File: src/rtl/fc_alu_pkg.sv
// Shared definitions for the ALU issue controller: opcode map, FSM states,
// flag bit positions and the opcode legality check.
package fc_alu_pkg;

  localparam logic [4:0] OP_NOP = 5'd0;
  localparam logic [4:0] OP_AND = 5'd1;
  localparam logic [4:0] OP_OR  = 5'd2;
  localparam logic [4:0] OP_XOR = 5'd3;
  localparam logic [4:0] OP_NOT = 5'd4;
  localparam logic [4:0] OP_SHL = 5'd5;
  localparam logic [4:0] OP_SHR = 5'd6;
  localparam logic [4:0] OP_SAR = 5'd7;
  localparam logic [4:0] OP_ROL = 5'd8;
  localparam logic [4:0] OP_ROR = 5'd9;
  localparam logic [4:0] OP_ADD = 5'd16;
  localparam logic [4:0] OP_SUB = 5'd17;
  localparam logic [4:0] OP_INC = 5'd18;
  localparam logic [4:0] OP_DEC = 5'd19;

  localparam int FLAG_CARRY  = 0;
  localparam int FLAG_OVF    = 1;
  localparam int FLAG_PARITY = 2;
  localparam int FLAG_NEG    = 3;

  typedef enum logic [1:0] {
    ST_IDLE = 2'd0,
    ST_EXEC = 2'd1,
    ST_RESP = 2'd2
  } state_t;

  // Two legal bands: logic/shift ops 0-9 and arithmetic ops 16-19.
  function automatic logic is_legal_op(input logic [7:0] op);
    return (op <= 8'({3'b000, OP_ROR})) ||
           ((op >= 8'({3'b000, OP_ADD})) && (op <= 8'({3'b000, OP_DEC})));
  endfunction

endpackage

File: src/rtl/fc_rr_arb2.sv
// Two-way arbiter: round-robin on ties (or fixed req0 priority), with the
// last-winner register updated only when a grant is actually taken.
module fc_rr_arb2 (
  input  logic       clk,
  input  logic       rst_n,
  input  logic       fixed_pri,
  input  logic [1:0] req,
  input  logic       accept,
  output logic [1:0] grant
);

  logic last_grant_q;
  logic last_grant_d;

  always_comb begin
    grant = req;
    if (req == 2'b11) begin
      grant = (fixed_pri || last_grant_q) ? 2'b01 : 2'b10;
    end
    last_grant_d = accept ? grant[1] : last_grant_q;
  end

  // Reset value 1 makes req0 the winner of the first tie.
  always_ff @(posedge clk or negedge rst_n) begin
    if (!rst_n) begin
      last_grant_q <= 1'b1;
    end else begin
      last_grant_q <= last_grant_d;
    end
  end

endmodule

File: src/rtl/alu_issue_ctrl.sv
// Shares one ALU between two requesters: arbitrate, drive the ALU for a
// single EXEC cycle, then hold the captured response until consumed.
module alu_issue_ctrl
  import fc_alu_pkg::*;
#(
  parameter int WIDTH     = 32,
  parameter int OPW       = 5,
  parameter bit FIXED_PRI = 1'b0
) (
  input  logic             clk,
  input  logic             rst_n,
  input  logic             req0_valid,
  output logic             req0_ready,
  input  logic [OPW-1:0]   req0_op,
  input  logic [WIDTH-1:0] req0_a,
  input  logic [WIDTH-1:0] req0_b,
  input  logic             req1_valid,
  output logic             req1_ready,
  input  logic [OPW-1:0]   req1_op,
  input  logic [WIDTH-1:0] req1_a,
  input  logic [WIDTH-1:0] req1_b,
  output logic [WIDTH-1:0] alu_op_a,
  output logic [WIDTH-1:0] alu_op_b,
  output logic [OPW-1:0]   alu_op_code,
  input  logic [WIDTH-1:0] alu_out,
  input  logic [3:0]       alu_flags,
  output logic             rsp_valid,
  input  logic             rsp_ready,
  output logic             rsp_id,
  output logic [WIDTH-1:0] rsp_data,
  output logic [3:0]       rsp_flags,
  output logic             rsp_err,
  output state_t           dbg_state
);

  // Handshake: a request transfers on a cycle where reqN_valid && reqN_ready;
  // a response transfers on a cycle where rsp_valid && rsp_ready.
  state_t           state_q, state_d;
  logic [OPW-1:0]   op_q, op_d;
  logic [WIDTH-1:0] a_q, a_d, b_q, b_d;
  logic             id_q, id_d;
  logic [WIDTH-1:0] rsp_data_q, rsp_data_d;
  logic [3:0]       rsp_flags_q, rsp_flags_d;
  logic             rsp_err_q, rsp_err_d;

  logic [1:0]       grant;
  logic             in_idle;
  logic             accept;
  logic [OPW-1:0]   sel_op;
  logic [WIDTH-1:0] sel_a, sel_b;

  fc_rr_arb2 u_arb (
    .clk       (clk),
    .rst_n     (rst_n),
    .fixed_pri (FIXED_PRI),
    .req       ({req1_valid, req0_valid}),
    .accept    (accept),
    .grant     (grant)
  );

  // Gating with rst_n keeps ready low while reset is held.
  assign in_idle    = (state_q == ST_IDLE) && rst_n;
  assign accept     = in_idle && (grant != 2'b00);
  assign req0_ready = in_idle && grant[0];
  assign req1_ready = in_idle && grant[1];

  assign sel_op = grant[1] ? req1_op : req0_op;
  assign sel_a  = grant[1] ? req1_a  : req0_a;
  assign sel_b  = grant[1] ? req1_b  : req0_b;

  always_comb begin
    state_d     = state_q;
    op_d        = op_q;
    a_d         = a_q;
    b_d         = b_q;
    id_d        = id_q;
    rsp_data_d  = rsp_data_q;
    rsp_flags_d = rsp_flags_q;
    rsp_err_d   = rsp_err_q;
    case (state_q)
      ST_IDLE: begin
        if (accept) begin
          op_d = sel_op;
          a_d  = sel_a;
          b_d  = sel_b;
          id_d = grant[1];
          if (is_legal_op(8'(sel_op))) begin
            state_d = ST_EXEC;
          end else begin
            rsp_data_d  = '0;
            rsp_flags_d = '0;
            rsp_err_d   = 1'b1;
            state_d     = ST_RESP;
          end
        end
      end
      ST_EXEC: begin
        rsp_data_d  = alu_out;
        rsp_flags_d = alu_flags;
        rsp_err_d   = 1'b0;
        state_d     = ST_RESP;
      end
      ST_RESP: begin
        if (rsp_ready) begin
          state_d = ST_IDLE;
        end
      end
      default: state_d = ST_IDLE;
    endcase
  end

  always_ff @(posedge clk or negedge rst_n) begin
    if (!rst_n) begin
      state_q     <= ST_IDLE;
      op_q        <= '0;
      a_q         <= '0;
      b_q         <= '0;
      id_q        <= 1'b0;
      rsp_data_q  <= '0;
      rsp_flags_q <= '0;
      rsp_err_q   <= 1'b0;
    end else begin
      state_q     <= state_d;
      op_q        <= op_d;
      a_q         <= a_d;
      b_q         <= b_d;
      id_q        <= id_d;
      rsp_data_q  <= rsp_data_d;
      rsp_flags_q <= rsp_flags_d;
      rsp_err_q   <= rsp_err_d;
    end
  end

  // Outside EXEC the ALU sees a NOP with zero operands.
  assign alu_op_code = (state_q == ST_EXEC) ? op_q : '0;
  assign alu_op_a    = (state_q == ST_EXEC) ? a_q  : '0;
  assign alu_op_b    = (state_q == ST_EXEC) ? b_q  : '0;

  assign rsp_valid = (state_q == ST_RESP);
  assign rsp_id    = id_q;
  assign rsp_data  = rsp_data_q;
  assign rsp_flags = rsp_flags_q;
  assign rsp_err   = rsp_err_q;
  assign dbg_state = state_q;

endmodule

File: config.mk
export PLATFORM = sky130hd
export DESIGN_NAME = alu_issue_ctrl
export DESIGN_NICKNAME = d
export VERILOG_FILES = /design/src/rtl/fc_alu_pkg.sv /design/src/rtl/fc_rr_arb2.sv /design/src/rtl/alu_issue_ctrl.sv
export SDC_FILE = /design/constraint.sdc
export NUM_CORES = 1
export LEC_CHECK = 0
export ABC_CLOCK_PERIOD_IN_PS = 4110
export CAP_MARGIN = 20
export CORE_MARGIN = 2
export CORE_UTILIZATION = 44
export CTS_CLUSTER_DIAMETER = 150
export CTS_CLUSTER_SIZE = 25
export DETAILED_ROUTE_END_ITERATION = 12
export PLACE_DENSITY_LB_ADDON = 0.25
export SKIP_CTS_REPAIR_TIMING = 1
export SLEW_MARGIN = 25
export SYNTH_ARGS = -nofsm -noshare
export SYNTH_HDL_FRONTEND = slang
export SYNTH_SLANG_ARGS = --single-unit
File: constraint.sdc
create_clock -name clk -period 4.11 [get_ports clk]
set_input_delay 1.233 -clock clk [delete_from_list [all_inputs] [get_ports clk]]
set_output_delay 1.233 -clock clk [all_outputs]
set_load 0.05 [all_outputs]
==> flow_summary.toml <==
[place]
gp_congestion = 0.800
placement.io_buffers = 290
number_of_cells_in_the_design_after_placement = 997
place_hpwl_um = 12700
postPlaceCellArea_um2 = 8950

[grt]
grt_util_all_layers_pct = 24.4
grt_first_pass_wirelength_um = 27700
antenna_found_initial = 0
grt.busiest_layer = "met2"
gr_met1_demand_resource_pct = 29.4
gr-total-overflow = 0
pin_count_of_the_biggest_net_entering_global_routing = 140
vias_in_the_first_global_route = 5497
grt_use_met2_pct = 41.8
use_met3_pct = 7.14

[worst_setup_path]
setup.worst_path.class = "in2out"
cp_data_required_time_ps = 2880
worstPathMaxFanout = 3
critPathCaptureType = "output port"
worst_setup_path_start_kind = "primary input"
arrival_ps = 2450
critPathMaxStageDelay_ps = 510
crit_path_top_delay_cell = "sky130_fd_sc_hd__clkdlybuf4s50_1"
crit_chain = "clkdlybuf4s50_1 > a21boi_4 > and3_1 > buf_12"

[clocking]
cts_buffers = 9
cts_tree = "built"
cts.path.max_buffers = 2
tritoncts_num_sinks = 110
htreeDepth = 3
clk_transition_reported_paths_ps = 70
clock_latency_ps = 350
clock-root-buffer = "sky130_fd_sc_hd__clkbuf_16"

[sta]
post-route-period-util_pct = 89.7
skew_ps = 6.29
setup_total_negative_slack_ps = 0
clock.fmax_mhz = 271
max_slew_margin_pct = 46.0
min_period_ps = 3690
timing.final.hold_violations = 0
finalSetupViolCount = 0
worst_slew_pin_slew_ps = 810
rsz0062_at_grt = "false"
final-max-slew-violation-count = 0

[route]
postRouteAntennaNets = 0
drt-wirelength-per-cell_um = 17.2
first_pass_iters = 4
remaining_drc_errors = 0
detail_route.iter0.violations = 553
viasPerCell = 5.34
routed-via-count = 5409
wirelength_um = 17400

[die]
design.portCount = 291
design.core.area_um2 = 12800
initial_utilization_pct = 45.5
x_dimension_of_the_die_um = 119
fp.dieH_um = 119
cell_rows = 41
die-area_um2 = 14200

[pwr]
vdd_drop_max_uv = 394
cellLeakagePower_nw = 3.82
power_per_cell_area_nw_per_um2 = 639

[final_layout]
n_antenna_cell = 0
final-instance-count-excl-fill = 1012
area_delta_synth_final_pct = 59.1
num-nets-final = 1015
drive_gt1_share_pct = 16.3
finish.instance_area_um2 = 9250

[worst_hold_path]
holdCritPathClass = "reg2reg"

[logic_synthesis]
synthesis.area_um2 = 5810
yosys_register_bits = 110
portion_of_the_post_synthesis_area_used_by_sequential_elements_pct = 47.4
synth.distinct_cells = 31
synth_area_leader_cell = "sky130_fd_sc_hd__dfrtp_1"
synth-edff-count = 0
ys_warn_count = 0
post_synth_most_frequent_cells = "141 x sky130_fd_sc_hd__a21oi_1, 109 x sky130_fd_sc_hd__dfrtp_1, 72 x sky130_fd_sc_hd__nor2_1"
synth_nets = 757
async_reset_ff_share_pct = 100
synth_ff_type = "sky130_fd_sc_hd__dfrtp_1"
synth.most_common_cell = "sky130_fd_sc_hd__a21oi_1"
synth.top_cell.area_share_pct = 46.9
yosys-top-cells-area = "sky130_fd_sc_hd__dfrtp_1 47%, sky130_fd_sc_hd__a21oi_1 12%, sky130_fd_sc_hd__mux2i_1 12%, sky130_fd_sc_hd__a2111oi_2 7.7%, sky130_fd_sc_hd__and2_1 7.4%"
postSynthCellCount = 578
post_synth.cell_area_avg_um2 = 10.1

[job]
cap_viol_max_count = 0

[run_status]
result_of_the_run = "finished, final reports clean"
power by group:
group / total [mW] / internal, mW / switching [mW]
registers: 1.81 / 1.55 / 0.256
logic: 3.22 / 1.23 / 1.99
clock network: 0.883 / 0.487 / 0.396
cell usage in the layout, fill, tap and decap left out, types with 2 or more instances in the layout:
cell type	Yosys	layout
sky130_fd_sc_hd__buf_4	5	55
sky130_fd_sc_hd__dfrtp_1	109	107
sky130_fd_sc_hd__a21oi_1	141	141
sky130_fd_sc_hd__dfrtp_2	0	2
sky130_fd_sc_hd__buf_12	0	28
sky130_fd_sc_hd__clkinvlp_4	0	2
sky130_fd_sc_hd__inv_1	4	4
sky130_fd_sc_hd__nor2_1	72	71
sky130_fd_sc_hd__clkbuf_16	0	9
sky130_fd_sc_hd__nor3_1	2	2
sky130_fd_sc_hd__a21o_1	2	2
sky130_fd_sc_hd__mux2i_1	69	69
sky130_fd_sc_hd__nor4_1	2	2
sky130_fd_sc_hd__o21a_1	3	3
sky130_fd_sc_hd__a2111oi_2	30	30
sky130_fd_sc_hd__clkdlybuf4s50_1	0	218
sky130_fd_sc_hd__and2_1	69	69
sky130_fd_sc_hd__a2111oi_0	6	6
flip-flops by register name, indices dropped and copies added, names as in the netlist:
signal	cells
a_q	32
b_q	32
dbg_state	2
op_q	5
rsp_data	32
rsp_err	1
rsp_flags	4
rsp_id	1
u_arb.last_grant_q	1
path summary, 6_finish.rpt:
check	from	endpoint	slack, ps	cells after the start
max	req1_valid	req1_ready	420	4
min	rsp_id$_DFFE_PN0P_	rsp_id$_DFFE_PN0P_	490	1
max reg2reg	dbg_state[0]$_DFFE_PN0P_	rsp_data[19]$_DFFE_PN0P_	2010	4
min reg2reg	rsp_id$_DFFE_PN0P_	rsp_id$_DFFE_PN0P_	490	1
max in group asynchronous	rst_n	dbg_state[1]$_DFFE_PN0P_	2430	2
min in group asynchronous	rst_n	rsp_id$_DFFE_PN0P_	670	1
area by class of cell:
class,count,area [um^2]
fill,902,3520
timing repair buffer,301,3160
multi-input combinational,410,2810
sequential,110,2760
clock buffer,10,239
tap,172,215
clock inverter,5,58.8
inverter,4,15.0
worst max-delay path: cells and delay by family:
family          cells  cell delay, ps
simple gates        1             290
buf+inv             2             680
compound gates      1             250
metal layers:
metal	vias up	share of wire [%]
met1	2573	39
met3	31	7.6
met2	222	51
met4	0	2.6
met5	-	0
li1	2583	-
kinds of logic after synthesis:
logic type             after synthesis  share of synthesized area (%)
AO/OA/AOI/OAI                      189                           22.4
buffers and inverters               58                           4.80
AND/OR/NAND/NOR                    151                           13.3
multiplexers                        70                           12.1
flip-flops                         110                           47.4
stage by stage:
step,util (%),setup WS [ps],power (mW),hold WS [ps]
2_1_floorplan,-,496,3.90,487
3_3_place_gp,70.1,440,4.97,467
3_5_place_dp,70.1,419,5.07,474
4_1_cts,72.4,409,5.96,495
5_1_grt,72.4,381,6.24,535
6_report,72.4,424,5.91,493
Power figures use the tool's default switching activity.
